[src/rtl/fifo_arb_pkg.sv]
// Shared types for the FIFO write-port arbiter.
// Holds the FSM state enum and the beat counter width.
package fifo_arb_pkg;

  typedef enum logic {
    IDLE = 1'b0,
    OWN  = 1'b1
  } state_t;

  localparam int burst_max = 15;
  localparam int cw        = 4;

endpackage

[src/rtl/rr_pick.sv]
// Combinational round-robin picker.
// Ports: req/mask (candidates), last_winner (search starts one above),
// pick (one-hot winner), valid (any candidate found).
module rr_pick #(
  parameter int nreq = 4,
  parameter int iw   = 2
) (
  input  logic [nreq-1:0] req,
  input  logic [nreq-1:0] mask,
  input  logic [iw-1:0]   last_winner,
  output logic [nreq-1:0] pick,
  output logic            valid
);

  logic [nreq-1:0] cand;

  assign cand = req & mask;

  // Two passes: indices above the last winner first, then wrap to 0.
  always_comb begin
    pick  = '0;
    valid = 1'b0;
    for (int i = 0; i < nreq; i++) begin
      if (!valid && cand[i] && (i > int'(last_winner))) begin
        pick[i] = 1'b1;
        valid   = 1'b1;
      end
    end
    for (int i = 0; i < nreq; i++) begin
      if (!valid && cand[i] && (i <= int'(last_winner))) begin
        pick[i] = 1'b1;
        valid   = 1'b1;
      end
    end
  end

endmodule

[src/rtl/fifo_wr_arbiter.sv]
// Round-robin arbiter sharing one FIFO write port among nreq requesters.
// Ports: clk, rst (sync, active-low), req, req_data (packed per requester),
// full, gnt (registered one-hot), wr_en, data_out, busy.
module fifo_wr_arbiter
  import fifo_arb_pkg::*;
#(
  parameter int width = 8,
  parameter int nreq  = 4,
  parameter int burst = 4
) (
  input  logic                  clk,
  input  logic                  rst,
  input  logic [nreq-1:0]       req,
  input  logic [nreq*width-1:0] req_data,
  input  logic                  full,
  output logic [nreq-1:0]       gnt,
  output logic                  wr_en,
  output logic [width-1:0]      data_out,
  output logic                  busy
);

  localparam int iw = (nreq > 1) ? $clog2(nreq) : 1;
  localparam logic [cw-1:0] last_cnt = cw'(burst - 1);

  state_t          state, state_nx;
  logic [nreq-1:0] gnt_q, gnt_nx;
  logic [nreq-1:0] mask, pick;
  logic            pick_vld;
  logic [cw-1:0]   cnt, cnt_nx;
  logic [iw-1:0]   lw, lw_nx, pick_idx;
  logic            own_req, accept, rel;
  logic [width-1:0] dmux;

  // The releasing owner is excluded so a lone requester that used up
  // its burst goes through IDLE before winning again.
  assign mask = (state == OWN) ? ~gnt_q : '1;

  rr_pick #(
    .nreq(nreq),
    .iw  (iw)
  ) u_pick (
    .req        (req),
    .mask       (mask),
    .last_winner(lw),
    .pick       (pick),
    .valid      (pick_vld)
  );

  always_comb begin
    pick_idx = '0;
    for (int i = 0; i < nreq; i++) begin
      if (pick[i]) pick_idx = iw'(i);
    end
  end

  assign own_req = |(gnt_q & req);
  assign accept  = own_req & ~full;
  assign rel     = (state == OWN) &&
                   (!own_req || (accept && cnt == last_cnt));

  always_comb begin
    state_nx = state;
    gnt_nx   = gnt_q;
    cnt_nx   = cnt;
    lw_nx    = lw;
    unique case (state)
      IDLE: begin
        cnt_nx = '0;
        gnt_nx = '0;
        if (pick_vld) begin
          state_nx = OWN;
          gnt_nx   = pick;
          lw_nx    = pick_idx;
        end
      end
      OWN: begin
        if (rel) begin
          cnt_nx = '0;
          if (pick_vld) begin
            gnt_nx = pick;
            lw_nx  = pick_idx;
          end else begin
            state_nx = IDLE;
            gnt_nx   = '0;
          end
        end else if (accept) begin
          cnt_nx = cnt + cw'(1);
        end
      end
      default: begin
        state_nx = IDLE;
        gnt_nx   = '0;
        cnt_nx   = '0;
      end
    endcase
  end

  always_ff @(posedge clk) begin
    if (!rst) begin
      state <= IDLE;
      gnt_q <= '0;
      cnt   <= '0;
      lw    <= iw'(nreq - 1);
    end else begin
      state <= state_nx;
      gnt_q <= gnt_nx;
      cnt   <= cnt_nx;
      lw    <= lw_nx;
    end
  end

  always_comb begin
    dmux = '0;
    for (int i = 0; i < nreq; i++) begin
      if (gnt_q[i]) dmux = req_data[i*width +: width];
    end
  end

  // Gated by rst so nothing is written while reset is held.
  assign gnt      = gnt_q;
  assign wr_en    = accept & rst;
  assign data_out = rst ? dmux : '0;
  assign busy     = rst & (state == OWN);

endmodule

[config.mk]
export PLATFORM = sky130hd
export DESIGN_NAME = fifo_wr_arbiter
export DESIGN_NICKNAME = d
export VERILOG_FILES = /design/src/rtl/fifo_arb_pkg.sv /design/src/rtl/rr_pick.sv /design/src/rtl/fifo_wr_arbiter.sv
export SDC_FILE = /design/constraint.sdc
export NUM_CORES = 1
export LEC_CHECK = 0
export CORE_MARGIN = 3
export CORE_UTILIZATION = 34
export DETAILED_ROUTE_END_ITERATION = 16
export GPL_TIMING_DRIVEN = 0
export PLACE_DENSITY = 0.87
export SYNTH_ARGS = -nofsm -noshare
export SYNTH_HDL_FRONTEND = slang
export SYNTH_SLANG_ARGS = --single-unit
[constraint.sdc]
create_clock -name clk -period 1.54 [get_ports clk]
set_clock_uncertainty 0.15 [all_clocks]
set_input_delay 0.308 -clock clk [delete_from_list [all_inputs] [get_ports clk]]
set_output_delay 0.308 -clock clk [all_outputs]
set_load 0.005 [all_outputs]
== Word level (Yosys, flattened, before mapping) ==
Index checks and enable logic that the tools add are counted.

* Add/sub/neg operators: 1
* Order comparisons: 6
* Equality and inequality tests: 3
* Muxes and demuxes: 34
* Bitwise operators: 8
* Reductions and logical operators: 23

{| class="wikitable"
|+ Operator list
! cell !! count
|-
| $mux W8 || 5
|-
| $mux W4 || 5
|-
| $mux W1 || 16
|-
| $pmux W4 S2 || 2
|-
| $logic_and A1 B1 Y1 || 14
|-
| $and A4 B4 Y4 || 2
|-
| $mux W2 || 4
|-
| $logic_not A1 Y1 || 7
|-
| $add A4 B1 Y4 const B || 1
|-
| $eq A4 B2 Y1 const B || 1
|-
| $gt A2 B2 Y1 const A || 2
|-
| $le A2 B2 Y1 const A || 2
|-
| $not A4 Y4 || 1
|-
| $pmux W2 S2 || 1
|-
| $reduce_or A4 Y1 || 1
|-
| $and A1 B1 Y1 || 3
|-
| $ne A3 B1 Y1 const B || 1
|-
| $gt A1 B2 Y1 const A || 1
|-
| $le A1 B2 Y1 const A || 1
|-
| $ne A2 B1 Y1 const B || 1
|-
| $not A1 Y1 || 2
|-
| $pmux W1 S2 || 1
|-
| $logic_or A1 B1 Y1 || 1
|}

* Bits in registers: 11
* Input bits: 39

== Logic depth before layout (Yosys ltp) ==
Gate-level depths: netlist (run 1).

* Depth after elaboration: 32
* Depth in mapped cells: 6

== Modules after synthesis ==
From an unflattened synthesis (run 1), not the netlist that was laid out.

* Cell total of the unflattened synthesis: 125
* Area, all modules: 917.1 µm²

{| class="wikitable"
|+ By module, submodules not included
! module !! instances !! cells each !! area an instance (µm²)
|-
| fifo_wr_arbiter || 1 || 103 || 785.8
|-
| rr_pick || 1 || 22 || 131.4
|}

== Worst setup path before layout (run 1) ==
Ideal clock, no wire load.

* Path type: register to output
* Start: reg gnt_q[2], in the netlist gnt[2]
* End: out data_out[6]
* Data arrival time: 1143 ps
* Required time: 1082 ps
* Path slack: -61 ps
* Stages on the path, launching flop included: 7
* Path buffers: 2
* Cell sequence: dfxtp_1 buf_2 clkbuf_1 a221oi_1 nor3_1 a21oi_1 nor2b_1

* Word-level cells in the longest chain between the ends: 3

{| class="wikitable"
|+ RTL lines
! what !! line !! RTL
|-
| start: declaration || fifo_wr_arbiter.sv:26 || <nowiki>logic [nreq-1:0] gnt_q, gnt_nx;</nowiki>
|-
| start signal: assignment || fifo_wr_arbiter.sv:106 || <nowiki>gnt_q <= gnt_nx;</nowiki>
|-
| $mux W8 (2 in series) || fifo_wr_arbiter.sv:115 || <nowiki>if (gnt_q[i]) dmux = req_data[i*width +: width];</nowiki>
|-
| $mux W8 || fifo_wr_arbiter.sv:122 || <nowiki>assign data_out = rst ? dmux : '0;</nowiki>
|-
| end: declaration || fifo_wr_arbiter.sv:18 || <nowiki>output logic [width-1:0] data_out,</nowiki>
|}

No other way between the ends.

== Worst setup path after layout (run 1) ==
* Start: reg gnt_q[0], in the netlist gnt[0]
* End: out data_out[3]

* Word-level cells in the longest chain between the ends: 5

{| class="wikitable"
|+ RTL lines
! what !! line
|-
| $mux W8 (4 in series) || fifo_wr_arbiter.sv:115
|-
| $mux W8 || fifo_wr_arbiter.sv:122
|}

No other way between the ends.

==> metrics.md, run 1 <==
| Metric | Value |
|---|---|
| Max cap viols | `0` |
| Total GRT Usage | `0.250` |
| Yosys cell types | `34` |
| Setup Viol. Count Final | `20` |
| Antenna cells | `0` |
| Worst R2R Start | `gnt[2]$_SDFFE_PN0N_` |
| Synth Net Count | `158` |
| Number of vias per cell | `roughly 5.7` |
| Slew Viols, Final | `0` |
| ANT nets after route | `0` |
| Initial antenna violation count | `0` |
| Pre-CTS setup slack | `-0.983 ns` |
| Sequential share of the synthesized area | `0.241` |
| Max-Slew Margin vs Limit | `0.714` |
| Minimum clock period | `2.02 ns` |
| CP Capture Type | `primary output` |
| Synth Instances | `118` |
| Die Wd | `approximately 58 um` |
| Root Buffer | `clkbuf_4` |
| Maximum clock path buffer count | `2` |
| Nets | `242` |
| Pwr Total | `about 1.3 mW` |
| TritonCTS buffer count | `3` |
| End of the worst register-to-register path | `lw[0]$_SDFFE_PN1P_` |
| Crit path max fanout | `5` |
| Failing checks | `negative setup slack` |
| Synthesized area per cell | `7.75 sq um` |
| First-pass GRT wire length | `about 6.5 mm` |
| Tcrit/Tclk final | `1.31` |
| Drt first pass iters | `4` |
| Reg-to-reg setup timing slack | `-0.29 ns` |
| Share of power burned in registers | `0.275` |
| Clock latency on the worst-skew pair | `0.28 ns` |
| # clock sinks | `11` |
| CTS clock-pin slew for the worst setup and hold paths | `around 0.080 ns` |
| Sw frac | `0.369` |
| Port-buffer cells | `52` |
| Final wirelength | `4.36 mm` |
| Worst Tran Pin Value | `around 0.43 ns` |
| Largest net degree at the start of global routing | `11` |
| Post-Route Utilization | `0.787` |
| Wirelength per Cell | `18.9 um` |
| Dpl hpwl | `between 2 and 3 mm` |
| Cts hold-fix bufs | `0` |
| Synth warnings | `0` |
| Kind of critical path | `reg2out` |
| VDD IR max | `between 0.6 and 0.7 mV` |
| PwrDens | `around 640 nW/um^2` |
| Synth Cell Area | `between 900 and 1000 sq um` |
| Layout fillers | `between 150 and 200` |
| Pleak | `0.804 nW` |
| Worst Min Path Start | `rst` |
| Data required, critical path | `1.08 ns` |
| Die extent in y | `57.9 um` |
| Final worst slack | `-0.478 ns` |
| Die area | `between 3000 and 4000 sq um` |
| TNS Setup | `-6.22 ns` |
| #FFs+latches synth | `11` |
| IO Pins | `53` |
| Min-delay worst type | `in2reg` |
| Area grow syn2layout | `117%` |
| GPL Wtd Cong | `0.818` |
| Share of cells above drive strength 1 | `0.453` |
| Worst Setup EP | `data_out[3]` |
| Switching power | `0.468 mW` |
| Initial core utilization | `0.363` |
| H-tree levels | `1` |
| Status | `complete, but fails checks` |
| Critical path arrival | `1.56 ns` |
| CTS tree | `built` |
| Final Hold Violating Endpoints | `0` |
| FF-to-FF path depth | `8` |
| Total gr overflow | `0` |
| Min Hold Slack | `about 0.19 ns` |
| Total core area | `2520 sq um` |
| Share of power burned in the clock network | `0.164` |
| Cell-internal power | `0.801 mW` |
| Vias in the first global route | `between 1000 and 1500` |
| DR iter-0 viols | `48` |
| Worst setup SP type | `register` |
| Core Rows | `18` |
| Worst Setup SP | `gnt[0]$_SDFFE_PN0N_` |
| Via count | `1315` |
| Comb power frac | `0.560` |
| RSZ-0062 raised after global routing | `true` |
| Fmax | `496 MHz` |
| Residual DRC count | `0` |
## flip-flops by register name, indices dropped and copies added (netlist names)
register  flops
cnt           4
gnt           4
lw            2
state         1
## area by class of cell
type / count / area, sq um / share of cell area
buffer: 6 / 80.1 / 0.0403
clock buffer: 4 / 26.3 / 0.0132
inverter: 3 / 11.3 / 0.00567
multi-input combinational: 97 / 885 / 0.445
sequential: 11 / 239 / 0.120
tap: 30 / 37.5 / 0.0189
timing repair buffer: 80 / 707 / 0.356
## critical path: stages, from the launching register on
cell and delay, ns:
dfxtp_4 0.36, nor2b_4 0.23, buf_4 0.17, a221oi_2 0.06, nor3_2 0.21, a21oi_2 0.05, nor2b_1 0.10, buf_2 0.12
## worst min-delay path by stage
stage	slack, ns	to	cells past startpoint
after floorplan	0.30	cnt[0]$_SDFFE_PN0P_	2
after global placement	0.36	cnt[1]$_SDFFE_PN0P_	2
after detailed placement	0.38	cnt[3]$_SDFFE_PN0P_	2
after CTS	0.19	gnt[3]$_SDFFE_PN0N_	2
after global routing	0.20	cnt[0]$_SDFFE_PN0P_	3
final	0.19	cnt[0]$_SDFFE_PN0P_	3
## cell families (layout without fill, tap and decap cells)
| logic type | Yosys count | count (layout) | share of synthesized area |
|---|---|---|---|
| AOI/OAI and AO/OA | 44 | 44 | 0.372 |
| xor gates and xnor gates | 3 | 3 | 0.0287 |
| adders and majority gates | 1 | 1 | 0.0137 |
| buffers and inverters | 10 | 93 | 0.0492 |
| DFF | 11 | 11 | 0.241 |
| muxes | 1 | 1 | 0.0109 |
| and+or+nand+nor | 48 | 48 | 0.285 |
## repair_timing
item                                    CTS  global route
resized for setup                       114            18
pin swaps                                43            22
hold endpoints to repair                  0             0
endpoints found under the setup margin   25            20
setup buffers                            23            11
cloned                                    1             0
## cells in the final DEF (no fill, tap or decap), types with 5 or more instances in the layout
cell type / count
clkdlybuf4s50_1: 34
buf_4: 19
nor2b_1: 14
buf_6: 13
a21oi_1: 10
buf_2: 10
a221oi_2: 8
nor3_1: 7
dlygate4sd2_1: 7
nand2_1: 6
nor2_1: 5
## stage by stage
stage / cell area (sq um) / std cells
finish: 1990 / 231
global route: 1990 / 231
CTS: 1860 / 225
detailed placement: 1480 / 200
global placement: 1480 / 200
floorplan: 922 / 118
## power by group through the flow
stage	clock [mW]	combinational, mW	sequential (mW)
final	0.208	0.711	0.350
after global routing	0.218	0.758	0.352
after CTS	0.207	0.619	0.342
after detailed placement	0	0.473	0.347
after global placement	0	0.457	0.345
after floorplan	0	0.240	0.341
## Yosys cell counts, drive strengths merged
master | instances | area share
nor2b | 17 | 0.12
a21oi | 13 | 0.075
dfxtp | 11 | 0.24
a21boi | 8 | 0.078
a221oi | 8 | 0.077
nand2 | 8 | 0.036
nor3 | 8 | 0.044
nor2 | 7 | 0.029
buf | 4 | 0.025
clkbuf | 3 | 0.012
inv | 3 | 0.012
nand4 | 3 | 0.021
o21ai | 3 | 0.016
xor2 | 3 | 0.029
a22oi | 2 | 0.022
a2bb2oi | 2 | 0.019
and2 | 2 | 0.014
o2111ai | 2 | 0.019
o211ai | 2 | 0.022
a211o | 1 | 0.011
a211oi | 1 | 0.014
ha | 1 | 0.014
mux2i | 1 | 0.011
nand2b | 1 | 0.0068
nor4b | 1 | 0.0096
o221ai | 1 | 0.0096
o31a | 1 | 0.0096
or2 | 1 | 0.0096
## per-layer routing
metal	global-route usage	share of wire	vias up
met5	0	0	-
met4	0.0960	0.027	0
met3	0.0512	0.077	15
met2	0.468	0.52	68
met1	0.273	0.37	623
li1	-	-	609
(Power assumes the default switching activity.)
==> inputs of run 2 (changes only) <==
ABC_CLOCK_PERIOD_IN_PS = 1540   (was unset)
CORE_UTILIZATION = 55   (was 34)
DONT_BUFFER_PORTS = 1   (was unset)
PLACE_DENSITY = 0.84   (was 0.87)
SLEW_MARGIN = 10   (was unset)
==> run 2 against run 1 <==
  * The flow still finishes with violations (negative setup slack)
  * Hold slack got worse by 0.17 ns
  * Routed wire length fell by 20%
  * Clock-buffer cell count decreased by 1
  * Via count shrank 17%
  * Power down 22%
  * Utilization rose by 2.6 points
  * Sequential power increased by 1%
  * Sequential share of layout area rose by 6.8 points
  * Register-to-register slack better by 0.03 ns
  * Final cell count is 36% lower
==> metrics.md, run 2 (synthesis gave the netlist of run 1 again) <==
| Metric | Value |
|---|---|
| Crit-path leading delay family | `simple AND/OR/NAND/NOR gates` |
| Via count | `around 1100` |
| Fmax | `480 MHz` |
| Status | `complete, but fails checks` |
| First-pass GRT wire length | `3.77 mm` |
| Met2 usage | `0.461` |
| TNS Setup | `-5.50 ns` |
| Pleak | `0.454 nW` |
| Dpl hpwl | `1.87 mm` |
| Slowest cell on the critical path | `dfxtp_4` |
| Area grow syn2layout | `37.1%` |
| Final worst slack | `-0.545 ns` |
| Kind of critical path | `reg2out` |
| Worst Setup SP | `gnt[0]$_SDFFE_PN0N_` |
| Grt peak-use layer | `met2` |
| Largest net degree at the start of global routing | `11` |
| Min Hold Slack | `0.0269 ns` |
| Initial antenna violation count | `0` |
| Clock latency on the worst-skew pair | `between 0.2 and 0.3 ns` |
| Residual DRC count | `0` |
| ANT nets after route | `0` |
| Final wirelength | `3.47 mm` |
| Critical-path cell list | `nor2b_4 -> buf_6 -> a221oi_2 -> nor3_1 -> a21oi_1 -> nor2b_1` |
| Critical path arrival | `about 1.6 ns` |
| Die Wd | `46.8 um` |
| Die extent in y | `46.8 um` |
| # clock sinks | `11` |
| Crit. path cell count | `6` |
| Nets | `172` |
| Maximum clock path buffer count | `2` |
| Tcrit/Tclk final | `1.35` |
| GRT met3 Usage | `0.0421` |
| Layout fillers | `85` |
| Failing checks | `negative setup slack` |
| Die area | `2190 sq um` |
| TritonCTS buffer count | `3` |
| Cts hold-fix bufs | `0` |
| CP Capture Type | `primary output` |
| Initial core utilization | `0.593` |
| Share of cells above drive strength 1 | `0.443` |
| Final Hold Violating Endpoints | `0` |
| FF-to-FF path depth | `7` |
| DR iter-0 viols | `38` |
| Worst Setup EP | `data_out[5]` |
| Data required, critical path | `approximately 1.1 ns` |
| Worst setup SP type | `register` |
| Most common cell after layout, fill and taps aside | `nor2b_1` |
| Drt first pass iters | `4` |
| Minimum clock period | `2.08 ns` |
| PwrDens | `790 nW/um^2` |
| VDD IR max | `0.887 mV` |
| Setup Viol. Count Final | `20` |
| Wirelength per Cell | `23.6 um` |
| Worst Tran Pin Value | `~0.46 ns` |
| CTS clock-pin slew for the worst setup and hold paths | `0.08 ns` |
| Min-delay worst type | `in2reg` |
| Crit-path max cell delay | `0.39 ns` |
| Slew Viols, Final | `0` |
| Antenna cells | `0` |
| Total core area | `1540 sq um` |
| GPL Wtd Cong | `0.739` |
| Worst path buffer plus inverter count | `1` |
| Number of vias per cell | `approximately 7.4` |
| Total gr overflow | `0` |
| Worst R2R Start | `gnt[3]$_SDFFE_PN0N_` |
| Max cap viols | `0` |
| H-tree levels | `1` |
| Max-Slew Margin vs Limit | `0.691` |
| Most frequent cells in the layout | `nor2b_1 (16), a21oi_1 (9), buf_4 (8)` |
| Core Rows | `14` |
| RSZ-0062 raised after global routing | `true` |
| End of the worst register-to-register path | `lw[0]$_SDFFE_PN1P_` |
| Vias in the first global route | `881` |
| CTS tree | `built` |
| Met1 Resource Use GR | `0.243` |
| Total GRT Usage | `0.242` |
| IO Pins | `between 50 and 60` |
| Crit path max fanout | `8` |
| Reg-to-reg setup timing slack | `-0.26 ns` |
| Root Buffer | `clkbuf_4` |
| Port-buffer cells | `0` |
[run 2: cell count changes in the layout (fill, tap and decap cells not counted), moves of 3 or more]
cell,change
buf_4,-11
dlygate4sd2_1,-7
a21boi_2,+3
clkdlybuf4s50_1,-34
a21boi_4,-4
buf_6,-10
buf_2,-10
[run 2: worst register-to-register path: cells and delay by family, from the launching register on]
family | cells | cell delay (ns)
buffers and inverters | 3 | 0.37
AO/OA/AOI/OAI | 3 | 0.61
AND/OR/NAND/NOR | 1 | 0.14
flip-flops | 1 | 0.38
[run 2: per-stage QoR]
| step | cells | area (sq um) | setup WS, ns | utilization | total power, mW |
|---|---|---|---|---|---|
| after CTS | 145 | 1120 | -0.456 | 0.729 | 0.898 |
| after floorplan | 118 | 922 | -0.0287 | - | 0.581 |
| after global placement | 134 | 942 | -0.176 | 0.611 | 0.623 |
| after global routing | 147 | 1250 | -0.631 | 0.813 | 1.03 |
| after detailed placement | 134 | 942 | -0.229 | 0.611 | 0.636 |
| final | 147 | 1250 | -0.545 | 0.813 | 0.991 |
[run 2: worst min-delay path by stage]
stage               startpoint                   to  cells past startpoint
floorplan                 full  cnt[0]$_SDFFE_PN0P_                      2
global placement          full  cnt[0]$_SDFFE_PN0P_                      2
detailed placement        full  cnt[0]$_SDFFE_PN0P_                      2
CTS                        rst  gnt[3]$_SDFFE_PN0N_                      1
global route               rst  gnt[1]$_SDFFE_PN0N_                      1
finish                     rst  gnt[3]$_SDFFE_PN0N_                      1
[run 2: cell type report]
type,instances,area [sq um],area share
Sequential cell,11,236,0.189
Multi-Input combinational cell,97,796,0.635
Tap cell,16,20.0,0.0160
Clock buffer,3,22.5,0.0180
Timing Repair Buffer,9,97.6,0.0778
Inverter,3,11.3,0.00898
Clock inverter,1,5.00,0.00399
Buffer,7,65.1,0.0519
[run 2: metal layers]
layer,vias to the layer above,wire (um)
li1,465,-
met2,85,1890
met1,517,1110
met3,28,286
met5,-,0
met4,0,179
[run 2: repair_timing]
item / CTS / global route
resized for setup: 28 / 21
pin swaps: 20 / 14
endpoints found under the setup margin: 20 / 20
buffers inserted: 9 / 3
cloned: 0 / 1
[run 2: power by group]
part | switching (mW) | internal (mW) | total, mW
clock | 0.106 | 0.0960 | 0.202
combinational | 0.228 | 0.206 | 0.435
sequential | 0.0444 | 0.309 | 0.354
==> inputs of run 3 (changes only) <==
MAX_ROUTING_LAYER = met4   (was unset)
==> run 3 against run 2 <==
  * The run still ends with negative setup slack left
  * Hold slack gained 0.0035 ns
  * Clock-buffer cell count unchanged
  * Largest power group unchanged
  * Highest routed layer unchanged
  * Fmax increased by 0.13%
  * Utilization did not move
==> metrics.md, run 3 (synthesis gave the netlist of run 1 again) <==
| Metric | Value |
|---|---|
| Status | `complete, but fails checks` |
| Failing checks | `negative setup slack` |
| Design area | `around 1300 sq um` |
| TritonCTS buffer count | `3` |
| CTS tree | `built` |
| Min Hold Slack | `0.0304 ns` |
| Antenna cells | `0` |
| Share of power burned in registers | `0.358` |
| Initial antenna violation count | `0` |
| Met2 usage | `0.461` |
| Crit path max fanout | `8` |
| ANT nets after route | `0` |
| Slew Viols, Final | `0` |
| Share of cells above drive strength 1 | `0.443` |
| Clock latency on the worst-skew pair | `0.26 ns` |
| Pleak | `between 0.4 and 0.5 nW` |
| Share of power burned in the clock network | `0.202` |
| Slowest cell on the critical path | `dfxtp_4` |
| Dpl hpwl | `around 1.9 mm` |
| H-tree levels | `1` |
| Largest net degree at the start of global routing | `11` |
| Root Buffer | `clkbuf_4` |
| RSZ-0062 raised after global routing | `true` |
| Cell-internal power | `about 0.6 mW` |
| PwrDens | `788 nW/um^2` |
| GPL Wtd Cong | `roughly 0.75` |
| # clock sinks | `11` |
| Final wirelength | `3.45 mm` |
| Most common cell after layout, fill and taps aside | `nor2b_1` |
| Max-Slew Margin vs Limit | `0.700` |
| Switching power | `0.377 mW` |
| Maximum clock path buffer count | `2` |
| Die area | `2190 sq um` |
| Min-delay worst type | `in2reg` |
| Via count | `1092` |
| Reg-to-reg setup timing slack | `-0.25 ns` |
| Post-Route Utilization | `0.813` |
| Met1 Resource Use GR | `0.245` |
| GRT met3 Usage | `0.0421` |
| Tcrit/Tclk final | `1.35` |
| Inst Count DP | `134` |
| Minimum clock period | `2.08 ns` |
| Total gr overflow | `0` |
| Die extent in y | `between 40 and 50 um` |
| Area grow syn2layout | `37.1%` |
| Worst Tran Pin Value | `around 0.45 ns` |
| Nets | `172` |
| Grt peak-use layer | `met2` |
| Port-buffer cells | `0` |
| Core Rows | `14` |
| Comb power frac | `0.440` |
| Most frequent cells in the layout | `nor2b_1 (16), a21oi_1 (9), buf_4 (8)` |
| Layout fillers | `85` |
| Drt first pass iters | `4` |
| Cts hold-fix bufs | `0` |
| Worst setup SP type | `register` |
| Final Hold Violating Endpoints | `0` |
| IO Pins | `53` |
| Initial core utilization | `0.593` |
| Wirelength per Cell | `23.5 um` |
| Crit-path max cell delay | `0.39 ns` |
| Placed cell area | `942 sq um` |
| Number of vias per cell | `7.43` |
| Setup Viol. Count Final | `20` |
| Total GRT Usage | `0.250` |
| Sw frac | `0.381` |
| CP Capture Type | `primary output` |
| Pwr Total | `0.988 mW` |
| Residual DRC count | `0` |
| Final worst slack | `-0.542 ns` |
| Finished Layout Cells | `147` |
| Total core area | `1540 sq um` |
| TNS Setup | `-5.29 ns` |
| Fmax | `480 MHz` |
| First-pass GRT wire length | `roughly 3.8 mm` |
| Kind of critical path | `reg2out` |
| Max cap viols | `0` |
| Data required, critical path | `1.08 ns` |
| Die Wd | `46.8 um` |
| Critical path arrival | `1.62 ns` |
| Pre-CTS setup slack | `-0.229 ns` |
| VDD IR max | `0.880 mV` |
| CTS clock-pin slew for the worst setup and hold paths | `0.08 ns` |
| Critical-path cell list | `nor2b_4 -> buf_6 -> a221oi_2 -> nor3_1 -> a21oi_1 -> nor2b_1` |
| DR iter-0 viols | `38` |
| Vias in the first global route | `880` |
[run 3: cell counts in the layout (fill, tap and decap cells not counted)]
Identical to the previous run, type by type.
[run 3: final timing paths]
path,endpoint,cells past startpoint,from
setup / recovery,data_out[5],6,gnt[0]$_SDFFE_PN0N_
hold / removal,gnt[3]$_SDFFE_PN0N_,1,rst
setup reg to reg,lw[0]$_SDFFE_PN1P_,7,gnt[3]$_SDFFE_PN0N_
hold reg to reg,cnt[1]$_SDFFE_PN0P_,2,cnt[1]$_SDFFE_PN0P_
[run 3: worst max-delay path, delay by kind of cell, from the launching register on]
kind / cells / cell delay, ns
AOI/OAI and AO/OA: 2 / 0.18
buffers and inverters: 1 / 0.15
DFF: 1 / 0.39
and+or+nand+nor: 3 / 0.64
[run 3: metal layers]
metal,vias to the layer above,wire [um]
li1,465,-
met2,87,1910
met1,516,1120
met5,-,0
met3,24,282
met4,0,146
[run 3: timing repair]
| action | 4_1_cts | 5_1_grt |
|---|---|---|
| endpoints found under the setup margin | 20 | 20 |
| cloned | 0 | 1 |
| pin swaps | 20 | 14 |
| buffers inserted | 9 | 3 |
| gates resized for setup | 28 | 21 |
[run 3: power groups by stage]
stage / Sequential [mW] / Clock [mW] / Combinational (mW)
3_5_place_dp: 0.350 / 0 / 0.287
6_report: 0.354 / 0.199 / 0.435
3_3_place_gp: 0.347 / 0 / 0.276
5_1_grt: 0.357 / 0.205 / 0.466
2_1_floorplan: 0.341 / 0 / 0.240
4_1_cts: 0.348 / 0.200 / 0.350
[run 3: final cells by class]
type	count	area, sq um	share of cell area
plain buffers	7	65.1	0.0519
clock buffers	3	22.5	0.0180
clock inverters	1	5.00	0.00399
inverters	3	11.3	0.00898
multi-input cells	97	796	0.635
flip-flops and latches	11	236	0.189
well taps	16	20.0	0.0160
repair buffers	9	97.6	0.0778
